$ cat config.mk
export PLATFORM = sky130hd
export DESIGN_NAME = ulx3s_pll_lock_supervisor
export DESIGN_NICKNAME = d
export VERILOG_FILES = /design/src/rtl/ulx3s_pll_lock_supervisor.sv
export SDC_FILE = /design/constraint.sdc
export NUM_CORES = 1
export LEC_CHECK = 0
export CAP_MARGIN = 20
export CELL_PAD_IN_SITES_DETAIL_PLACEMENT = 1
export CELL_PAD_IN_SITES_GLOBAL_PLACEMENT = 1
export CORE_MARGIN = 4
export CORE_UTILIZATION = 40
export DETAILED_ROUTE_END_ITERATION = 8
export PLACE_DENSITY_LB_ADDON = 0.1
export SLEW_MARGIN = 20
export SYNTH_ARGS = -nofsm -noshare
export SYNTH_HDL_FRONTEND = slang
export SYNTH_SLANG_ARGS = --single-unit
$ cat constraint.sdc
create_clock -name clkin -period 2.4 [get_ports clkin]
set_clock_uncertainty 0.2 [all_clocks]
set_input_delay 0.6 -clock clkin [delete_from_list [all_inputs] [get_ports clkin]]
set_output_delay 0.6 -clock clkin [all_outputs]
set_load 0.01 [all_outputs]
$ cat src/rtl/ulx3s_pll_lock_supervisor.sv
// Lock supervisor for an ECP5 EHXPLLL. It pulses PLL RST, waits for LOCK and checks that lock stays stable,
// then releases sys_rstn. It also detects loss of lock, retries failed locks and re-locks on request.
module ulx3s_pll_lock_supervisor #(
    parameter int RST_CYCLES    = 16,
    parameter int LOCK_TIMEOUT  = 65536,
    parameter int STABLE_CYCLES = 1024,
    parameter int DROP_FILTER   = 4,
    parameter int MAX_RETRIES   = 7,
    parameter int CNT_W         = 17
) (
    input  logic       clkin,
    input  logic       rstn,
    input  logic       pll_locked,
    input  logic       relock_req,
    output logic       pll_rst,
    output logic       sys_rstn,
    output logic       lock_ok,
    output logic       fault,
    output logic [2:0] state,
    output logic [7:0] relock_count
);

    // relock_req is a single-cycle pulse with no acknowledge. It is sampled on every clkin edge and acted
    // on only in RUN or FAULT. In every other state it is dropped.
    localparam int RTRY_W = (MAX_RETRIES > 0) ? $clog2(MAX_RETRIES + 1) : 1;
    localparam int DROP_W = $clog2(DROP_FILTER + 1);

    typedef enum logic [2:0] {
        ST_PLL_RESET = 3'd0,
        ST_WAIT_LOCK = 3'd1,
        ST_STABLE    = 3'd2,
        ST_RUN       = 3'd3,
        ST_FAULT     = 3'd4
    } state_t;

    state_t             state_q;
    state_t             state_n;
    logic [CNT_W-1:0]   cnt;
    logic [CNT_W-1:0]   cnt_n;
    logic [RTRY_W-1:0]  retries;
    logic [RTRY_W-1:0]  retries_n;
    logic [DROP_W-1:0]  drop;
    logic [DROP_W-1:0]  drop_n;
    logic               relock_inc;
    logic               drop_hit;
    logic               sync1;
    logic               sync2;
    logic               lock_s;

    // LOCK comes from the PLL's own timing domain, so it is resynchronised before any decision uses it.
    always_ff @(posedge clkin or negedge rstn) begin
        if (!rstn) begin
            sync1 <= 1'b0;
            sync2 <= 1'b0;
        end else begin
            sync1 <= pll_locked;
            sync2 <= sync1;
        end
    end

    assign lock_s   = sync2;
    assign drop_hit = !lock_s && (drop == DROP_W'(DROP_FILTER - 1));

    always_comb begin
        state_n    = state_q;
        cnt_n      = cnt + CNT_W'(1);
        retries_n  = retries;
        drop_n     = drop;
        relock_inc = 1'b0;
        case (state_q)
            ST_PLL_RESET: begin
                if (cnt == CNT_W'(RST_CYCLES - 1)) begin
                    state_n = ST_WAIT_LOCK;
                end
            end
            ST_WAIT_LOCK: begin
                if (lock_s) begin
                    state_n = ST_STABLE;
                end else if (cnt == CNT_W'(LOCK_TIMEOUT - 1)) begin
                    if (retries == RTRY_W'(MAX_RETRIES)) begin
                        state_n = ST_FAULT;
                    end else begin
                        retries_n = retries + RTRY_W'(1);
                        state_n   = ST_PLL_RESET;
                    end
                end
            end
            ST_STABLE: begin
                // A single low sample throws away the whole stability window.
                if (!lock_s) begin
                    state_n = ST_WAIT_LOCK;
                end else if (cnt == CNT_W'(STABLE_CYCLES - 1)) begin
                    state_n = ST_RUN;
                end
            end
            ST_RUN: begin
                cnt_n = '0;
                if (lock_s) begin
                    drop_n = '0;
                end else begin
                    drop_n = drop + DROP_W'(1);
                end
                if (drop_hit) begin
                    relock_inc = 1'b1;
                    state_n    = ST_PLL_RESET;
                end
                if (relock_req) begin
                    retries_n = '0;
                    state_n   = ST_PLL_RESET;
                end
            end
            ST_FAULT: begin
                cnt_n = '0;
                if (relock_req) begin
                    retries_n = '0;
                    state_n   = ST_PLL_RESET;
                end
            end
            default: begin
                state_n = ST_PLL_RESET;
            end
        endcase
        if (state_n != state_q) begin
            cnt_n  = '0;
            drop_n = '0;
        end
        if (state_n == ST_RUN && state_q != ST_RUN) begin
            retries_n = '0;
        end
    end

    // The outputs are registered from the next state, so they always match the state register.
    always_ff @(posedge clkin or negedge rstn) begin
        if (!rstn) begin
            state_q      <= ST_PLL_RESET;
            cnt          <= '0;
            retries      <= '0;
            drop         <= '0;
            relock_count <= '0;
            pll_rst      <= 1'b1;
            sys_rstn     <= 1'b0;
            lock_ok      <= 1'b0;
            fault        <= 1'b0;
        end else begin
            state_q  <= state_n;
            cnt      <= cnt_n;
            retries  <= retries_n;
            drop     <= drop_n;
            pll_rst  <= (state_n == ST_PLL_RESET);
            sys_rstn <= (state_n == ST_RUN);
            lock_ok  <= (state_n == ST_RUN);
            fault    <= (state_n == ST_FAULT);
            if (relock_inc && relock_count != 8'hFF) begin
                relock_count <= relock_count + 8'd1;
            end
        end
    end

    assign state = state_q;

endmodule

**Word-level counts from Yosys, hierarchy flattened**

Cells that the tools add are included.

- $add $sub $neg: 4
- Equal/unequal tests: 18
- Mux-type cells: 23
- Reduce and logical (&&, ||, !) cells: 10

Operators by type and width:

| kind | count |
|---|---|
| $mux W3 | 17 |
| $mux W17 | 2 |
| $add A17 B1 Y17 const B | 1 |
| $eq A17 B10 Y1 const B | 1 |
| $eq A17 B16 Y1 const B | 1 |
| $eq A17 B4 Y1 const B | 1 |
| $pmux W3 S5 | 1 |
| $eq A3 B2 Y1 const B | 4 |
| $eq A3 B3 Y1 const B | 3 |
| $ne A3 B3 Y1 const B | 3 |
| $add A8 B1 Y8 const B | 1 |
| $ne A8 B8 Y1 const B | 1 |
| $add A3 B1 Y3 const B | 2 |
| $logic_not A3 Y1 | 2 |
| $pmux W3 S2 | 1 |
| $reduce_and A5 Y1 | 1 |
| $eq A3 B1 Y1 const B | 1 |
| $logic_and A1 B1 Y1 | 3 |
| $ne A3 B1 Y1 const B | 1 |
| $ne A3 B2 Y1 const B | 1 |
| $ne A3 B3 Y1 | 1 |
| $reduce_bool A3 Y1 | 1 |
| $mux W1 | 2 |
| $reduce_bool A2 Y1 | 1 |
| other kinds (2) | 2 |

- Register bits: 39
- Input port bits: 4
- Output and inout port bits: 15
- Logic and storage cells: 65

**Depth between registers and ports, before layout**

- Word-level depth: 9
- Depth in mapped cells: 10
- Mapped depth without buffers: 9

**Worst setup path before layout**

Ideal clock, no wire load.

- Path kind: reg2reg
- Start: reg cnt[0]
- End: reg cnt[10]
- Setup time: 87 ps
- Data arrival time: 2150 ps
- Required time: 2113 ps
- Slack: -36 ps
- Cell stages (with the launch flop): 11
- Path buffers: 1
- Period minus slack after synthesis: 2436 ps
- Cells stage by stage: dfrtp_1 -> ha_1 -> nand3_1 -> nor4_1 -> and3_1 -> ha_1 -> o31a_1 -> o32ai_2 -> o211ai_2 -> buf_6 -> nor3_1

- Word-level cells in the longest chain between the ends: 6
- Elaborated cells between the ends (all ways): 13

RTL lines:

| what | line | RTL |
|---|---|---|
| from (decl) | 38 | `logic [CNT_W-1:0] cnt;` |
| from (signal assigned) | 146 | `cnt <= cnt_n;` |
| $eq A17 B10 Y1 or $eq A17 B16 Y1 (tied branches) | 92, 79 |  |
| $mux W3, on equally long branches | 92, 79 |  |
| $mux W3, on equally long branches | 90, 77 |  |
| $pmux W3 S5 | 70 | `case (state_q)` |
| $ne A3 B3 Y1 | 123 | `if (state_n != state_q) begin` |
| $mux W17 (*) | 123 |  |
| named net cnt_n[10] | 39 | `logic [CNT_W-1:0] cnt_n;` |

The timed path passes the listed nets; every way through them passes the cells marked *.
A chain may end at the register's enable or synchronous reset.

**Final worst setup path**

- Start: reg cnt[1]
- End: reg cnt[11]

Same word-level chain as after synthesis.

==> run summary <==
The synthesized area per cell is 10.2 um^2. The highest clock rate is 0.413 GHz. The worst endpoint required time came out at 2400 ps. The number of global-route vias before repair was slightly below 2000. The combined global-route utilization of all metal layers is between 10% and 20%. The gate count after technology mapping is between 200 and 250. The net count of the mapped netlist came out at 220.

Clock latency on the worst-skew pair, taken at its later pin, is ~290 ps. The number of H-tree levels is 2. The area growth from synthesis to layout is 39.2%. The number of nets in the layout is about 270. The worst setup path is of the reg2reg kind.

Summed over all instances, the cell type with the most area after synthesis is dfrtp_1. The core region is around 5000 um^2. The clock-pin slew on the worst setup and hold paths is roughly 80 ps.

The tree is rooted in a clkbuf_8. For this run, the slowest stage of the critical path takes approximately 420 ps. The post-route fraction of the period consumed by the critical path came out at 101%. The worst setup path is launched from a flip-flop.

The top cell types in the final layout, fill and taps aside, are dfrtp_1, buf_4, clkdlybuf4s50_1. For this design, the slowest cell found on the critical path is dfrtp_1. IR analysis of the VDD net gives a maximum drop of 0.445 mV.

The sequential area share after synthesis is approximately 46%. The peak fanout along the critical path came out at 5. Across the run, the number of max-cap violations was 0.

The routed design could run at a clock period as short as around 2400 ps. The flow ran to the end, but the final reports show violations. The power density over the cells came out at a little over 800 nW/um^2. The post-synth design cell area came out at 2130 um^2. The accumulated negative setup slack came out at -22.8 ps.

The final critical-path setup slack is -22.2 ps. The HPWL after detailed placement is around 4 mm. Using the TritonRoute via totals, the vias-per-cell ratio works out to 5.60.

The starting DRC count in detailed routing is 71. The count of yosys warnings during synthesis is 0. The CTS tree is done. At the pin with the least slew margin, the transition time is roughly 540 ps. The min-delay analysis places its worst path in the category in2async.

The leakage power is between 1 and 1.5 nW. Total power for the finished layout comes to roughly 2.4 mW. The checks that failed: setup timing. The async set-reset flop share out of synthesis is 100%. The clock passes through at most 2 buffers. Once layout is done, the placed cells without fillers occupy around 3000 um^2.

For this configuration, the core starts out at a cell density of about two fifths. Yosys mapped the design onto 47 distinct sky130hd cell types. The number of search-and-repair iterations in the first detailed-routing pass is 4. The number of buffers added by the clock tree synthesis step is 5. The final count of hold timing violations came to 0.

Counting both buffers and inverters, the worst setup path holds a total of 1. The worst setup path is captured at a flip-flop. The pre-CTS worst setup slack came out at -82.0 ps.

The placed instance area came out at ~2600 um^2. The remaining design rule violation count came out at 0. The normalized max-slew margin is 63.8%. The area of the die came out at 6570 um^2.

Setup violations remaining at the end of the flow were counted as 2. The data arrival time of the worst path is approximately 2400 ps. The worst hold slack is 157 ps. The total via count in the routed design is between 1500 and 2000.

The most numerous cell type found on the critical path is ha_4. The number of clock sinks is 39. The number of max-slew violations in the final report is 0.

The overall overflow remaining after global route is 0. The fraction of final layout cells sized beyond drive strength 1 is a little under a third. Buffers inserted to repair hold after CTS numbered 0. The cell depth of the worst setup path is 10. The final wirelength is roughly 6.3 mm. The pin count of the biggest net entering global routing came out at 40. The repair_antennas step left the layout with diodes totalling 0. The flip-flop and latch count after synthesis is 39. The final antenna-violating net count came out at 0. The number of I/O port buffers came out at 18. Sorting the synthesized cells by area gives the leading types as dfrtp_1, nor3_1, xor2_1, ha_1, xnor2_1.

The depth of the worst register-to-register path came out at 10. The die is ~81 um tall. Setup repair after global routing could not meet its margin everywhere. The cell family contributing the most delay on the critical path is compound AO/OA/AOI/OAI gates. The I/O pin total came out at 19.

The synthesized design contains 0 enable-type register cells. The routed wirelength normalized by instance count came out at roughly 19 um. The most used flip-flop cell after synthesis is dfrtp_1.

After synthesis, the largest area contributor takes up approximately 45% of total cell area. The critical path goes through ha_4, nand3_4, nor4_4, and3_4, ha_4, o31a_1, o32ai_4, o211ai_4, buf_12, nor3_2. In this run the core area contains 26 standard-cell rows. The routability-driven placement congestion ratio came out at 0.842. The wire length of the first global-routing pass came out at 9.66 mm. The number of antenna violations at the first check in global routing was 0. After filler insertion, the fill cell instance count of the layout stands at 573. The library cell used most frequently in the layout, excluding fill and tap cells, is dfrtp_1. The die extent in x is between 80 and 90 um.
-- metal layers --
metal  routed length [um]  GRT usage, %  vias to the layer above
met3                  204          3.55                       14
li1                     -             -                      864
met4                  112          4.90                        0
met5                    0             0                        -
met2                 3390          34.4                       33
met1                 2600          23.9                      943
-- cell usage after synthesis, types with 4 or more instances --
library cell and count:
dfrtp_1 38, nand4_1 5, xor2_1 13, and3_1 5, xnor2_1 8, o22ai_1 4, nor3_1 27, nor3b_1 5
buf_2 5, inv_1 9, nor2_1 9, ha_1 7, nand2_1 12, nand3_1 10, a21oi_1 5
-- registers in the layout (all words and copies together), names as in the netlist --
name          flops
sync1             1
relock_count      8
retries           3
pll_rst           1
state             3
drop              3
fault             1
lock_ok           1
lock_s            1
cnt              17
-- power breakdown --
| part | switching, mW | total (mW) | leakage, nW | internal [mW] |
|---|---|---|---|---|
| combinational | 0.495 | 0.982 | 0.754 | 0.487 |
| sequential | 0.102 | 0.851 | 0.524 | 0.749 |
| clock | 0.237 | 0.573 | 0.0612 | 0.337 |
-- kinds of logic (layout without fill, tap and decap cells) --
family                   Yosys count  in the layout  synth area share (%)
AO/OA/AOI/OAI                     24             25                  8.68
XOR/XNOR                          21             21                  8.62
adder cells (fa/ha/maj)            7              7                  4.10
buffers and inverters             17             68                  3.99
flip-flops                        39             39                  45.8
multiplexers                       1              1                 0.528
AND/OR/NAND/NOR                  100            100                  28.3
-- stage by stage --
stage	util, %	cells
finish	57.8	331
floorplan	-	209
global placement	49.6	314
global route	57.8	331
CTS	52.5	323
detailed placement	49.6	314
-- path summary, 6_finish.rpt --
path / startpoint / endpoint / slack [ps]
min in group clkin: sync1 / lock_s / 170
hold reg to reg: sync1 / lock_s / 170
hold / removal: rstn / state[2] / 160
setup reg to reg: cnt[1] / cnt[11] / -20
setup / recovery: cnt[1] / cnt[11] / -20
max in group asynchronous: rstn / cnt[14] / 1480
-- repair_timing --
item                       in CTS  in global routing
resized for setup               6                 31
pin swaps                       3                 14
setup buffers                   0                  6
setup endpoints to repair      20                 23
gates cloned                    1                  2
-- final cells by class --
class	count	area, um^2	share of cell area [%]
repair buffers	51	470	15.8
clock buffers	6	82.6	2.78
flip-flops and latches	39	978	32.9
inverters	9	33.8	1.14
well taps	70	87.6	2.95
multi-input cells	154	1280	43.2
clock inverters	2	35.0	1.18
Note: power is estimated with default switching activity, not from simulation.
==> RTL edit 1: new RTL, same flow settings <==
Change the parameter `CNT_W` from 17 to 19.
--- a/src/rtl/ulx3s_pll_lock_supervisor.sv
+++ b/src/rtl/ulx3s_pll_lock_supervisor.sv
@@ -8,3 +8,3 @@
     parameter int MAX_RETRIES   = 7,
-    parameter int CNT_W         = 17
+    parameter int CNT_W         = 19
 ) (
Behaviour: same outputs for any inputs over 10 cycles, from zero or initial values and one cycle with rstn low; that may be too few to reach the edited logic, so the function may still have changed.
==> RTL edit 1 against the original RTL <==
Worst setup slack improved by 0.097 ns; design area down 11%; first-iteration DRC count shrank 39%; area after synthesis rose by 4.8%; routed wire length decreased by 25%; core utilization down 7.9 points; sequential cell count rose by 2; global-route usage down 3.2 points; total power fell by 17%; clock power hardly changed; combinational power decreased by 42%; largest power group is now sequential cells; highest routed layer unchanged.
==> RTL edit 1: results (changes against the original RTL) <==
- Pre-CTS setup slack: -0.2849 ns (-0.2029 ns)
- Layout cells sized above 1: 21.61% (-9.4 points)
- HPWL after DPL: 3599 um (-9.7%)
- Routed WL: 4733 um (-25%)
- Filler cells: 590 (+3.0%)
- Post-synthesis xor/xnor area fraction: 9.787% (+1.2 points)
- Top cells by area, synth: dfrtp_1, xnor2_1, xor2_1
- Iter 0 DRT Violations: 43 (-39%)
- Combinational fraction of design power: 28.8% (-12 points)
- Reg2reg end: drop[2]$_DFFE_PN0P_
- Vias in the first global route: 1744 (-12%)
- P_leak: 0.001162 uW (-13%)
- Max FFs per register: 19 (+2)
- Syn Nets: 218 (-0.91%)
- R2R depth: 7 (-3)
- DR WL/cell: 15.47 um (-19%)
- Largest net degree at the start of global routing: 42 (+5.0%)
- Biggest regs: cnt x19, relock_count x8
- Part of the Yosys area used for sequential elements: 45.92% (+0.14 points)
- R2R Setup Slk: 0.17 ns (+0.19 ns)
- Gpl congestion: 0.7766 (-7.8%)
- Avg Cell Area, Syn: 10.76 um2 (+5.3%)
- Cells after DPL: 298 (-5.1%)
- DR vias: 1618 (-13%)
- Synth cell count leaders: dfrtp_1, nor2_1, xnor2_1
- Count of cell types in the netlist: 55 (+17%)
- VDD IR max: 0.0003091 V (-31%)
- Status: complete, no violations
## RTL edit 1: worst max-delay path by stage
stage               cells after the start           endpoint        startpoint  slack [ns]
floorplan                               9   cnt[4]$_DFF_PN0_  cnt[0]$_DFF_PN0_        0.33
global placement                        7  cnt[12]$_DFF_PN0_        relock_req       -0.20
detailed placement                      7  cnt[14]$_DFF_PN0_        relock_req       -0.28
CTS                                     7  cnt[14]$_DFF_PN0_        relock_req        0.02
global route                            8   cnt[1]$_DFF_PN0_        relock_req       -0.01
finish                                  8   cnt[1]$_DFF_PN0_        relock_req        0.08
## RTL edit 1: layout make-up
type | instances | area share [%]
clock buffers | 7 | 3.283
clock inverters | 1 | 1.142
repair buffers | 28 | 9.990
flip-flops and latches | 41 | 39.06
multi-input cells | 152 | 42.20
well taps | 70 | 3.330
inverters | 7 | 0.9990
## RTL edit 1: layer usage
layer  wire length [um]  GRT usage, %  part of all wire (%)  vias up
met3                153         3.024                   3.2        7
met4                 70         5.882                   1.5        0
li1                   -             -                     -      775
met5                  0             0                     0        -
met1               2005         19.19                    42      811
met2               2504         28.69                    53       25
## RTL edit 1: repair_timing
item | 4_1_cts | 5_1_grt
gates resized for setup | 0 | 1
hold buffers | 0 | 0
setup endpoints to repair | 0 | 7
## RTL edit 1: through the flow
step | area (um2) | setup TNS [ns] | hold slack (ns) | power [uW]
detailed placement | 2509 | -4.182 | 0.1667 | 1438
global placement | 2509 | -2.402 | 0.1624 | 1415
CTS | 2625 | 0 | 0.1844 | 2017
finish | 2630 | 0 | 0.1621 | 1992
global route | 2630 | -0.009813 | 0.1827 | 2114
floorplan | 2237 | 0 | 0.1044 | 1245
==> RTL edit 2: new RTL, same settings <==
Made on the original files. The output `sys_rstn` loses its register stage (`sys_rstn` becomes a continuous assignment).
--- a/src/rtl/ulx3s_pll_lock_supervisor.sv
+++ b/src/rtl/ulx3s_pll_lock_supervisor.sv
@@ -140,3 +140,2 @@
             pll_rst      <= 1'b1;
-            sys_rstn     <= 1'b0;
             lock_ok      <= 1'b0;
@@ -149,3 +148,2 @@
             pll_rst  <= (state_n == ST_PLL_RESET);
-            sys_rstn <= (state_n == ST_RUN);
             lock_ok  <= (state_n == ST_RUN);
@@ -158,2 +156,4 @@
 
+    assign sys_rstn = (state_n == ST_RUN);
+
     assign state = state_q;
Check against the original RTL: same outputs for any inputs over 10 cycles, from zero or initial values and one cycle with rstn low; that may be too few to reach the edited logic, so the function may still have changed.
==> RTL edit 2 against the original RTL <==
The flow still finishes with violations (setup timing); clock power down 5.1%; critical path type is now reg2out; design area up 3.7%; maximum frequency fell by 23%; worst hold slack got worse by 0.0014 ns; worst setup slack worse by 0.73 ns; area after synthesis down 4.6%; sequential cell count did not move; routed wire length up 0.32%; total power fell by 6.6%.
==> RTL edit 2: results (changes against the original RTL) <==
- Status: complete, but fails checks
- Failing checks: setup timing
- Setup Fix Bufs, Post-CTS: 5 (+5)
- Post-route setup slack: -0.7479 ns (-0.7257 ns)
- Layout cells sized above 1: 43.38% (+12 points)
- ClkCell Share: 3.452% (-0.51 points)
- FFs & Latches: 39 (unchanged)
- Non-CTS buffers: 77 (+51%)
- Final setup fails: 23 (+21)
- Finished Cell Area: 3080 um2 (+3.7%)
- Syn Nets: 204 (-7.3%)
- CP top delay family: simple AND/OR/NAND/NOR gates
- Worst EP arrival: 2.35 ns (-0.07 ns)
- Synth cell count leaders: dfrtp_1, nor2_1, nor3_1
- Count of cell types in the netlist: 48 (+2.1%)
- Max_slew headroom: 65.29% (+1.5 points)
- Avg Cell Area, Syn: 10.55 um2 (+3.3%)
- M3 GR Usage: 2.381% (-1.2 points)
- WL met2: 3436 um (+1.4%)
- Worst path max stage delay: 0.40 ns (-0.02 ns)
- Multi-input gates: 146 (-5.2%)
- Placed Area: 2685 um2 (+5.2%)
- Sequential cell area share: 31.80% (-1.1 points)
- CLK BUF: 5 (-1)
- Fin nets: 283 (+4.4%)
## RTL edit 2: logic make-up after synthesis
group,after synthesis,share of synthesized area (%)
AOI/OAI and AO/OA,27,10.26
xor gates and xnor gates,20,8.600
adders and majority gates,7,4.300
buffers and inverters,8,2.211
DFF,39,47.97
muxes,1,0.5528
and+or+nand+nor,91,26.11
## RTL edit 2: worst paths after layout
check | startpoint | endpoint | cells after the start
min | rstn | cnt[10]$_DFF_PN0_ | 2
max | cnt[0]$_DFF_PN0_ | sys_rstn | 11
min in group clkin | sync1$_DFF_PN0_ | lock_s$_DFF_PN0_ | 0
max in group asynchronous | rstn | state[1]$_DFF_PN0_ | 2
max reg2reg | cnt[0]$_DFF_PN0_ | cnt[1]$_DFF_PN0_ | 13
min reg2reg | sync1$_DFF_PN0_ | lock_s$_DFF_PN0_ | 0
## RTL edit 2: where the power goes
part	switching, uW	internal [uW]	total [uW]
combinational	441	486	928
sequential	47.6	727	775
clock	240	304	544
